File: config.mk
export PLATFORM = sky130hd
export DESIGN_NAME = display_ctrl_flat
export DESIGN_NICKNAME = d
export VERILOG_FILES = /design/src/rtl/display_pkg.sv /design/src/rtl/display_ctrl_if.sv /design/src/rtl/display_ctrl_tick_prescaler.sv /design/src/rtl/display_ctrl.sv /design/src/flat_wrapper.sv
export SDC_FILE = /design/constraint.sdc
export NUM_CORES = 1
export LEC_CHECK = 0
export CORE_ASPECT_RATIO = 1.5
export CORE_UTILIZATION = 60
export DETAILED_ROUTE_END_ITERATION = 12
export PLACE_DENSITY = 0.8
export REMOVE_ABC_BUFFERS = 1
export SETUP_SLACK_MARGIN = 0.05
export SLEW_MARGIN = 10
export SYNTH_ARGS = -nofsm -noshare
export SYNTH_HDL_FRONTEND = slang
export SYNTH_HIERARCHICAL = 1
export SYNTH_SLANG_ARGS = --single-unit
File: constraint.sdc
create_clock -name clk -period 7.99 [get_ports clk]
set_input_delay 1.1985 -clock clk [delete_from_list [all_inputs] [get_ports clk]]
set_output_delay 1.1985 -clock clk [all_outputs]
set_load 0.1 [all_outputs]
File: src/rtl/display_pkg.sv
// ============================================================================
// Module   : display_pkg
// Brief    : States, event codes and segment codes for the status display.
// Revision : 1.0 - initial release
// ============================================================================
`default_nettype none

package display_pkg;

  typedef enum logic [2:0] {
    ST_IDLE   = 3'd0,
    ST_SHOW_U = 3'd1,
    ST_SHOW_E = 3'd2,
    ST_SHOW_A = 3'd3,
    ST_LOCK   = 3'd4
  } state_e;

  localparam logic [1:0] EVT_UNLOCK  = 2'b00;
  localparam logic [1:0] EVT_ERROR   = 2'b01;
  localparam logic [1:0] EVT_LOCKOUT = 2'b10;
  localparam logic [1:0] EVT_ALERT   = 2'b11;

  localparam logic [3:0] SEG_U            = 4'h7;
  localparam logic [3:0] SEG_E            = 4'h5;
  localparam logic [3:0] SEG_L            = 4'h6;
  localparam logic [3:0] SEG_A            = 4'hF;
  localparam logic [3:0] SEG_BLANK1       = 4'hF;
  localparam logic [3:0] SEG_BLANK2_SHIFT = 4'h0;

  function automatic logic [3:0] sat9(input logic [3:0] v);
    return (v > 4'd9) ? 4'd9 : v;
  endfunction

  // Lockout step count: zero would show nothing useful, so it counts as one.
  function automatic logic [3:0] clamp19(input logic [3:0] v);
    return (v == 4'd0) ? 4'd1 : sat9(v);
  endfunction

endpackage

`default_nettype wire

File: src/rtl/display_ctrl_if.sv
// ============================================================================
// Module   : display_ctrl_if
// Brief    : Valid/ready status-event channel into the display sequencer.
// Revision : 1.0 - initial release
// ============================================================================
`default_nettype none

interface display_ctrl_if;
  logic       evt_valid;
  logic       evt_ready;
  logic [1:0] evt_code;
  logic [3:0] evt_arg;

  modport master (
    output evt_valid,
    output evt_code,
    output evt_arg,
    input  evt_ready
  );

  modport slave (
    input  evt_valid,
    input  evt_code,
    input  evt_arg,
    output evt_ready
  );
endinterface

`default_nettype wire

File: src/rtl/display_ctrl_tick_prescaler.sv
// ============================================================================
// Module   : tick_prescaler
// Brief    : Modulo-PERIOD cycle counter; tick is high on the last enabled cycle.
// Revision : 1.0 - initial release
// ============================================================================
`default_nettype none

module tick_prescaler #(
  parameter int unsigned PERIOD = 2
) (
  input  logic clk,
  input  logic rst_n,
  input  logic clr,
  input  logic en,
  output logic tick
);

  generate
    if (PERIOD <= 1) begin : g_passthru
      logic unused_inputs;
      assign unused_inputs = ^{clk, rst_n, clr};
      assign tick = en;
    end else begin : g_count
      localparam int unsigned W = $clog2(PERIOD);
      localparam logic [W-1:0] LAST = W'(PERIOD - 1);

      logic [W-1:0] cnt_q;
      logic [W-1:0] cnt_d;

      assign tick = en && (cnt_q == LAST);

      always_comb begin
        cnt_d = cnt_q;
        if (clr) begin
          cnt_d = '0;
        end else if (en) begin
          cnt_d = tick ? '0 : cnt_q + W'(1);
        end
      end

      always_ff @(posedge clk or negedge rst_n) begin
        if (!rst_n) begin
          cnt_q <= '0;
        end else begin
          cnt_q <= cnt_d;
        end
      end
    end
  endgenerate

endmodule

`default_nettype wire

File: src/rtl/display_ctrl.sv
// ============================================================================
// Module   : display_ctrl
// Brief    : Arbitrates live PIN view and timed status messages for seven_seg.
// Revision : 1.0 - initial release
// ============================================================================
`default_nettype none

module display_ctrl
  import display_pkg::*;
#(
  parameter int unsigned HOLD_CYCLES  = 10_000_000,
  parameter int unsigned TICK_CYCLES  = 10_000_000,
  parameter int unsigned BLINK_CYCLES = 2_500_000
) (
  input  logic                 clk,
  input  logic                 rst_n,
  display_ctrl_if.slave        evt,
  input  logic                 force_idle,
  input  logic [3:0]           live_digit,
  input  logic [1:0]           live_idx,
  output logic [3:0]           bcd1,
  output logic [3:0]           bcd2,
  output logic                 shift,
  output logic                 busy
);

  state_e     state_q, state_d;
  logic [3:0] digit_q, digit_d;
  logic       phase_q, phase_d;
  logic [3:0] bcd1_q, bcd1_d;
  logic [3:0] bcd2_q, bcd2_d;
  logic       shift_q, shift_d;

  logic ready;
  logic accept;
  logic restart;
  logic in_show;
  logic hold_tick;
  logic lock_tick;
  logic blink_tick;

  assign ready         = (state_q != ST_LOCK) && !force_idle;
  assign evt.evt_ready = ready;
  assign accept        = evt.evt_valid && ready;
  assign in_show       = (state_q == ST_SHOW_U) || (state_q == ST_SHOW_E) ||
                         (state_q == ST_SHOW_A);

  // Every state entry, preemption or abort restarts all timers from zero.
  assign restart = force_idle || accept || (state_d != state_q);

  tick_prescaler #(.PERIOD(HOLD_CYCLES)) u_hold (
    .clk   (clk),
    .rst_n (rst_n),
    .clr   (restart),
    .en    (in_show),
    .tick  (hold_tick)
  );

  tick_prescaler #(.PERIOD(TICK_CYCLES)) u_lock (
    .clk   (clk),
    .rst_n (rst_n),
    .clr   (restart),
    .en    (state_q == ST_LOCK),
    .tick  (lock_tick)
  );

  tick_prescaler #(.PERIOD(BLINK_CYCLES)) u_blink (
    .clk   (clk),
    .rst_n (rst_n),
    .clr   (restart),
    .en    (state_q == ST_SHOW_E),
    .tick  (blink_tick)
  );

  always_comb begin
    state_d = state_q;
    digit_d = digit_q;
    phase_d = phase_q;
    if (force_idle) begin
      state_d = ST_IDLE;
    end else if (accept) begin
      case (evt.evt_code)
        EVT_UNLOCK: state_d = ST_SHOW_U;
        EVT_ERROR: begin
          state_d = ST_SHOW_E;
          digit_d = sat9(evt.evt_arg);
        end
        EVT_LOCKOUT: begin
          state_d = ST_LOCK;
          digit_d = clamp19(evt.evt_arg);
        end
        default: begin
          state_d = ST_SHOW_A;
          digit_d = sat9(evt.evt_arg);
        end
      endcase
    end else begin
      case (state_q)
        ST_SHOW_U, ST_SHOW_A: begin
          if (hold_tick) state_d = ST_IDLE;
        end
        ST_SHOW_E: begin
          if (hold_tick) state_d = ST_IDLE;
          if (blink_tick) phase_d = ~phase_q;
        end
        ST_LOCK: begin
          if (lock_tick) begin
            if (digit_q == 4'd1) begin
              state_d = ST_IDLE;
            end else begin
              digit_d = digit_q - 4'd1;
            end
          end
        end
        default: state_d = state_q;
      endcase
    end
    if (restart) phase_d = 1'b0;
  end

  // Outputs are decoded from the next state so they change on the same edge.
  always_comb begin
    bcd1_d  = SEG_BLANK1;
    bcd2_d  = SEG_BLANK1;
    shift_d = 1'b0;
    case (state_d)
      ST_IDLE: begin
        bcd1_d = live_digit;
        bcd2_d = {2'b00, live_idx};
      end
      ST_SHOW_U: begin
        bcd1_d  = SEG_BLANK1;
        bcd2_d  = SEG_U;
        shift_d = 1'b1;
      end
      ST_SHOW_E: begin
        bcd1_d  = digit_d;
        bcd2_d  = phase_d ? SEG_BLANK2_SHIFT : SEG_E;
        shift_d = 1'b1;
      end
      ST_SHOW_A: begin
        bcd1_d  = digit_d;
        bcd2_d  = SEG_A;
        shift_d = 1'b1;
      end
      ST_LOCK: begin
        bcd1_d  = digit_d;
        bcd2_d  = SEG_L;
        shift_d = 1'b1;
      end
      default: begin
        bcd1_d  = SEG_BLANK1;
        bcd2_d  = SEG_BLANK1;
        shift_d = 1'b0;
      end
    endcase
  end

  always_ff @(posedge clk or negedge rst_n) begin
    if (!rst_n) begin
      state_q <= ST_IDLE;
      digit_q <= 4'd0;
      phase_q <= 1'b0;
      bcd1_q  <= SEG_BLANK1;
      bcd2_q  <= SEG_BLANK1;
      shift_q <= 1'b0;
    end else begin
      state_q <= state_d;
      digit_q <= digit_d;
      phase_q <= phase_d;
      bcd1_q  <= bcd1_d;
      bcd2_q  <= bcd2_d;
      shift_q <= shift_d;
    end
  end

  assign bcd1  = bcd1_q;
  assign bcd2  = bcd2_q;
  assign shift = shift_q;
  assign busy  = (state_q != ST_IDLE);

endmodule

`default_nettype wire

File: src/flat_wrapper.sv
// flat-port wrapper written by rule: the top's interface ports become plain ports
module display_ctrl_flat import display_pkg::*;
#(
  parameter int unsigned HOLD_CYCLES  = 10_000_000,
  parameter int unsigned TICK_CYCLES  = 10_000_000,
  parameter int unsigned BLINK_CYCLES = 2_500_000
)
  (clk, rst_n, force_idle, live_digit, live_idx, bcd1, bcd2, shift, busy, evt_evt_valid, evt_evt_code, evt_evt_arg, evt_evt_ready);
  display_ctrl_if evt_i ();
  input  logic clk;
  input  logic rst_n;
  input  logic force_idle;
  input  logic [3:0] live_digit;
  input  logic [1:0] live_idx;
  output logic [3:0] bcd1;
  output logic [3:0] bcd2;
  output logic shift;
  output logic busy;
  input wire logic [$bits(evt_i.evt_valid)-1:0] evt_evt_valid;
  input wire logic [$bits(evt_i.evt_code)-1:0] evt_evt_code;
  input wire logic [$bits(evt_i.evt_arg)-1:0] evt_evt_arg;
  output wire logic [$bits(evt_i.evt_ready)-1:0] evt_evt_ready;
  assign evt_i.evt_valid = evt_evt_valid;
  assign evt_i.evt_code = evt_evt_code;
  assign evt_i.evt_arg = evt_evt_arg;
  assign evt_evt_ready = evt_i.evt_ready;
  display_ctrl #(.HOLD_CYCLES(HOLD_CYCLES), .TICK_CYCLES(TICK_CYCLES), .BLINK_CYCLES(BLINK_CYCLES)) u_core (.clk(clk), .rst_n(rst_n), .evt(evt_i), .force_idle(force_idle), .live_digit(live_digit), .live_idx(live_idx), .bcd1(bcd1), .bcd2(bcd2), .shift(shift), .busy(busy));
endmodule
==> flow_summary.ini <==
[setup_path]
slowest_delay_ns = 1.15
cp.arrival_ns = 3.37
critical_path_required_ns = 6.79
path_common_cell = clkdlybuf4s50_1
cp-start-kind = input port
crit_slowest_cell = clkdlybuf4s50_1
critPathMaxFanout = 19
critPathCaptureType = primary output
crit_type = input port to primary output
worstPathCellList = clkdlybuf4s50_1, nor2_1, clkdlybuf4s50_1

[clock_network]
ctsHoldBuffers = 0
cts_tree = built
ctsRootBufferMaster = clkbuf_16
clock_path_buffers = 2
cts-resized-gates = 0
cts.sinks = 87
numCtsBuffers = 9
path_clk_slew_ns = 0.06
clk_latency_ns = 0.34
h-tree-depth = 3
post_cts_buffers = 0

[synth]
synth.area.top_cells = dfrtp_1 (37%), dfstp_2 (3.9%), xor2_1 (3.6%)
avgSynthCellArea_um2 = 9.76
synth_common_cells = dfrtp_1 (79), nor2_1 (37), a21oi_1 (31)
synth_enable_flop_cells = 0
ys_seq_area_frac = 0.407
yosys_warnings = 6
synth.largest_area_cell = dfrtp_1
ys.flop_type = dfrtp_1
syn-cell-area_um2 = 5370
ys_ff_latch = 87
synth_cell_types = 75
syn_inst = 550
synth_most_common_cell = dfrtp_1
synthArstFlopShare = 1.00
yosysTopAreaCellShare = 0.368

[cells_and_area]
area_growth_pct = 10.2
nets = 591
antenna_cells = 0
drive_above_1_share = 0.149
n_fill_cell = 658

[routing]
vias = 4387
drc = 0
postRouteAntennaNets = 0
via_per_inst = 6.47
wl_per_cell_um = 16.9
firstDrtPassIters = 5
wl_mm = 11.5
first_iter_violations = 299

[placement]
globalplace.congestion = 0.877
port_buffers = 26
dp_hpwl_mm = 7.98
preCtsSetupSlack_ns = 3.29

[worst_hold_path]
min_path_type = register to register

[global_routing]
groute.usage.overall = 0.267
grt_pass1_wl_mm = 19.9
grt_pass1_vias = 4390
antenna_found_initial = 0
grt_max_degree = 60
grt_overflow_total = 0

[timing]
drv_slew = 0
worstMarginPinSlew_ns = 0.995
period_needed_ns = 4.57
finalHoldViolCount = 0
fin_ws_ns = 3.42
hold_slack_ns = 0.561
clock.fmax_ghz = 0.219
finalSetupViolCount = 0
rsz0062_at_grt = false
post-route-period-util = 0.572
setup_tns_ns = 0
max-slew-margin-rel = 0.334
clock_skew_ns = 0.00645

[floorplanning]
initial_utilization = 0.627
dieArea_um2 = 9340
dieHeight_um = 118
rows = 41
core-area_um2 = 8570
die_w_um = 79.2
ios = 27

[power]
ir_drop_mv = 0.141
p_leak_nw = 2.26
powerDensity_nw_per_um2 = 180

[outcome]
outcome = finished, final reports clean

[run]
max-cap-violations = 0
## registers in the layout, indices dropped and copies added, names as in the netlist, 3 cells and up
name / cells
u_core/digit_q: 4
u_core/state_q: 3
u_core/u_blink/g_count.cnt_q: 22
u_core/bcd1: 4
u_core/u_hold/g_count.cnt_q: 24
u_core/bcd2: 4
u_core/u_lock/g_count.cnt_q: 24
## cell families (layout without fill, tap and decap cells)
kind of cell    Yosys count  count (layout)  synth area share
flops                    87              87             0.407
simple gates            266             266             0.315
xor+xnor                 42              42            0.0685
fa+ha+maj                10              10            0.0228
buf+inv                  37              58            0.0448
mux                       4               4           0.00793
compound gates          104             104             0.133
## worst max-delay path, delay by kind of cell
family | cells | cell delay, ns
buf+inv | 2 | 1.92
simple gates | 1 | 0.24
## path summary, 6_finish.rpt
| kind | start | to | slack, ns | cells after the start |
|---|---|---|---|---|
| max | force_idle | evt_evt_ready | 3.42 | 3 |
| min reg2reg | u_core/u_blink/g_count.cnt_q[1]$_DFFE_PN0P_ | u_core/u_blink/g_count.cnt_q[1]$_DFFE_PN0P_ | 0.56 | 2 |
| max in group asynchronous | rst_n | u_core/u_hold/g_count.cnt_q[16]$_DFFE_PN0P_ | 6.17 | 2 |
| min in group asynchronous | rst_n | u_core/u_blink/g_count.cnt_q[10]$_DFFE_PN0P_ | 0.77 | 1 |
| min | u_core/u_blink/g_count.cnt_q[1]$_DFFE_PN0P_ | u_core/u_blink/g_count.cnt_q[1]$_DFFE_PN0P_ | 0.56 | 2 |
| max reg2reg | u_core/state_q[2]$_DFF_PN0_ | u_core/u_blink/g_count.cnt_q[9]$_DFFE_PN0P_ | 3.45 | 13 |
## per-layer routing
layer | GRT usage | vias up | wire [µm]
met4 | 0.132 | 0 | 315
met5 | 0 | - | 0
met2 | 0.453 | 132 | 6060
met3 | 0.0419 | 28 | 398
met1 | 0.323 | 2151 | 4720
li1 | - | 2076 | -
## through the flow
step	util	instance area, µm²	std cells	power, mW
finish	0.691	5920	678	1.07
detailed placement	0.654	5600	662	0.635
global placement	0.654	5600	662	0.633
CTS	0.691	5920	678	1.08
global route	0.691	5920	678	1.11
floorplan	-	5190	527	0.586
## layout make-up
| cell class | count | area (µm²) | share of cell area |
|---|---|---|---|
| clock buffers | 11 | 253 | 0.0427 |
| clock inverters | 5 | 63.8 | 0.0108 |
| inverters | 14 | 65.1 | 0.0110 |
| multi-input cells | 426 | 2940 | 0.497 |
| flip-flops and latches | 87 | 2190 | 0.370 |
| well taps | 107 | 134 | 0.0226 |
| repair buffers | 28 | 273 | 0.0461 |
## report_power, final
group	internal [mW]	switching (mW)
clock network	0.262	0.177
registers	0.455	0.00934
logic	0.0446	0.119
## cells in the final DEF, fill, tap and decap left out, drive strengths merged, types with 11 or more instances in the layout
cell	n
clkdlybuf4s50	25
or4	11
o21ai	25
nand4	33
clkbuf	11
nor3	15
nor2	60
xnor2	20
nor4	13
dfrtp	79
xor2	22
inv	15
or3	17
nand2	28
a21oi	31
nand3	27
No activity file was read; power rests on OpenSTA's default activity.
==> variant, RTL diff (config.mk and constraints unchanged) <==
`TICK_CYCLES` is set to 10_000_000 in 2 places; all go to 5_000_000.
--- a/src/rtl/display_ctrl.sv
+++ b/src/rtl/display_ctrl.sv
@@ -9,7 +9,7 @@
   import display_pkg::*;
 #(
   parameter int unsigned HOLD_CYCLES  = 10_000_000,
-  parameter int unsigned TICK_CYCLES  = 10_000_000,
+  parameter int unsigned TICK_CYCLES  = 5_000_000,
   parameter int unsigned BLINK_CYCLES = 2_500_000
 ) (
   input  logic                 clk,
--- a/src/flat_wrapper.sv
+++ b/src/flat_wrapper.sv
@@ -2,7 +2,7 @@
 module display_ctrl_flat import display_pkg::*;
 #(
   parameter int unsigned HOLD_CYCLES  = 10_000_000,
-  parameter int unsigned TICK_CYCLES  = 10_000_000,
+  parameter int unsigned TICK_CYCLES  = 5_000_000,
   parameter int unsigned BLINK_CYCLES = 2_500_000
 )
   (clk, rst_n, force_idle, live_digit, live_idx, bcd1, bcd2, shift, busy, evt_evt_valid, evt_evt_code, evt_evt_arg, evt_evt_ready);
Behaviour: same outputs for any inputs over 10 cycles, from zero or initial values and one cycle with rst_n low; that may be too few to reach the edited logic, so the function may still have changed.
==> variant against the unedited design <==
Sequential power down 1%; final area down 0.66%; sequential cell count down 1; non-clock buffer count fell by 1; hold slack worse by 11 ps; die area decreased by 0.86%; synthesized area fell by 0.89%; total power down 0.16%; wire length is 3.5% lower; setup slack better by 31 ps; fmax rose by 0.69%; largest power group unchanged; highest routed layer unchanged.
==> variant: results (changes against the unedited design) <==
- Status: completed
- H-Tree Level Count: 3 (unchanged)
- # diodes: 0 (unchanged)
- Synth cell types: 85 (+13%)
- Synth area leaders: dfrtp_1 (37%), xor2_1 (4.3%), dfstp_2 (4.0%)
- Largest net degree at the start of global routing: 87 (+45%)
- Crit path from: force_idle
- Dpl cell area: 5560 sq um (-0.69%)
- Most instantiated cells after synthesis: dfrtp_1 (78), nor2_1 (49), nand2_1 (36), nand3_1 (32)
- Syn Inst Count: 556 (+1.1%)
- Drt via density: 6.332 (-2.1%)
- Seq/Total Area, Yosys: 0.4064 (-0.001062)
- GRT Util Overall: 0.2614 (-0.005376)
- Number of fill cells: 656 (-0.30%)
- Initial DRT Pass Iterations: 7 (+2)
- Layout cells sized above 1: 0.1278 (-0.02106)
- CTS Buf Count: 9 (unchanged)
- Placed cell count: 670 (+1.2%)
- Post-synthesis xor/xnor area fraction: 0.07408 (+0.005551)
- NumNets Final: 599 (+1.4%)
- DRT Wirelength: 11090 um (-3.5%)
- Post-Synth Adder-Cell Area: 0.02305 (+0.0002042)
- Place WS: 3231 ps (-59.13 ps)
- Count of input and output buffers: 26 (unchanged)
- Initial drt markers: 340 (+14%)
- Switch share: 0.2774 (-0.008068)
- Final Wtd Congestion: 0.8949 (+2.1%)
- Worst path max stage delay: 1150 ps (about the same)
- Vias in the first global route: 4222 (-3.8%)
- Worst Max-Slew Pin Slew: 1048 ps (+52.26 ps)
- Reg2reg start: u_core/state_q[2]
- Dpl hpwl: 7770 um (-2.7%)
- Clk buf depth: 2 (unchanged)
- Maximum VDD drop: 0.0001232 V (-13%)
- CP max stage cell: clkdlybuf4s50_1
- Synth Area in Compound Gates: 0.1164 (-0.01692)
- Max Clock Skew: 4.926 ps (-1.520 ps)
- First-pass GRT wire length: 19510 um (-1.8%)
- Mux share of post-synthesis cell area: 0.009878 (+0.001952)
- Later-pin clock latency in the skew report: 330 ps
- Via count: 4344 (-0.98%)
- Largest regs: u_core/u_hold/g_count.cnt_q (24), u_core/u_lock/g_count.cnt_q (23), u_core/u_blink/g_count.cnt_q (22)
- P_leak: 2.257 nW (-0.30%)
- HP Start: u_core/u_hold/g_count.cnt_q[23]
- Setup tns final: 0 ps (unchanged)
## variant: cell types whose count changed after synthesis, moves of 4 or more
| cell | change |
|---|---|
| nor2_1 | +12 |
| nand2_1 | +9 |
| o21ai_0 | -7 |
| nor2_2 | -6 |
| a21oi_1 | -5 |
| and3_1 | +5 |
| nand3_1 | +5 |
| nand4_1 | -5 |
| o31ai_1 | -4 |
| or3_1 | -4 |
| xor2_1 | +4 |
## variant: worst register-to-register path: stages (launching register included)
cell and delay [ps]:
dfrtp_1 460, or3b_1 570, clkinv_8 170, and3_1 220
nand3_1 110, or2_2 340, inv_1 160, nand3_1 110
a221oi_1 370, or2_2 570, nor2_1 280, nor4_1 520
and3_1 260, xnor2_1 120, nor2_1 50
## variant: layer usage
metal / track usage / routed length (um) / vias up / part of all wire
met5: 0 / 0 / - / 0
met2: 0.4359 / 5790 / 109 / 0.52
met4: 0.1114 / 255 / 0 / 0.023
li1: - / - / 2076 / -
met3: 0.04125 / 352 / 24 / 0.032
met1: 0.3328 / 4691 / 2135 / 0.42
## variant: stage by stage
step,utilization,hold WS [ps]
floorplan,-,510.5
global route,0.6901,580.3
CTS,0.6901,549.2
detailed placement,0.6530,544.3
global placement,0.6530,523.6
finish,0.6901,550.0
## variant: layout make-up
| type | count | area [sq um] | share of cell area |
|---|---|---|---|
| Multi-Input combinational cell | 434 | 2927 | 0.4980 |
| Clock buffer | 11 | 232.7 | 0.03960 |
| Clock inverter | 5 | 83.83 | 0.01426 |
| Inverter | 16 | 72.57 | 0.01235 |
| Tap cell | 107 | 133.9 | 0.02278 |
| Sequential cell | 86 | 2162 | 0.3679 |
| Timing Repair Buffer | 27 | 265.3 | 0.04514 |
## variant: worst paths after layout
kind	slack (ps)	end	depth (start not counted)
hold reg to reg	550	u_core/u_hold/g_count.cnt_q[23]	2
min in group asynchronous	1060	u_core/u_blink/g_count.cnt_q[11]	1
setup reg to reg	3540	u_core/u_blink/g_count.cnt_q[11]	14
hold / removal	550	u_core/u_hold/g_count.cnt_q[23]	2
setup / recovery	3450	evt_evt_ready	3
max in group asynchronous	6270	u_core/digit_q[0]	1
## variant: power by group through the flow
stage / clock network [mW] / registers [mW] / logic [mW]
finish: 0.441 / 0.460 / 0.164
global route: 0.468 / 0.461 / 0.175
CTS: 0.450 / 0.460 / 0.164
detailed placement: 0 / 0.468 / 0.164
global placement: 0 / 0.467 / 0.161
floorplan: 0 / 0.514 / 0.0678
## variant: kinds of logic (layout without fill, tap and decap cells)
family,after synthesis,after routing
buffers and inverters,36,59
XOR/XNOR,45,45
multiplexers,5,5
flip-flops,86,86
AO/OA/AOI/OAI,88,88
adder cells (fa/ha/maj),10,10
AND/OR/NAND/NOR,286,286
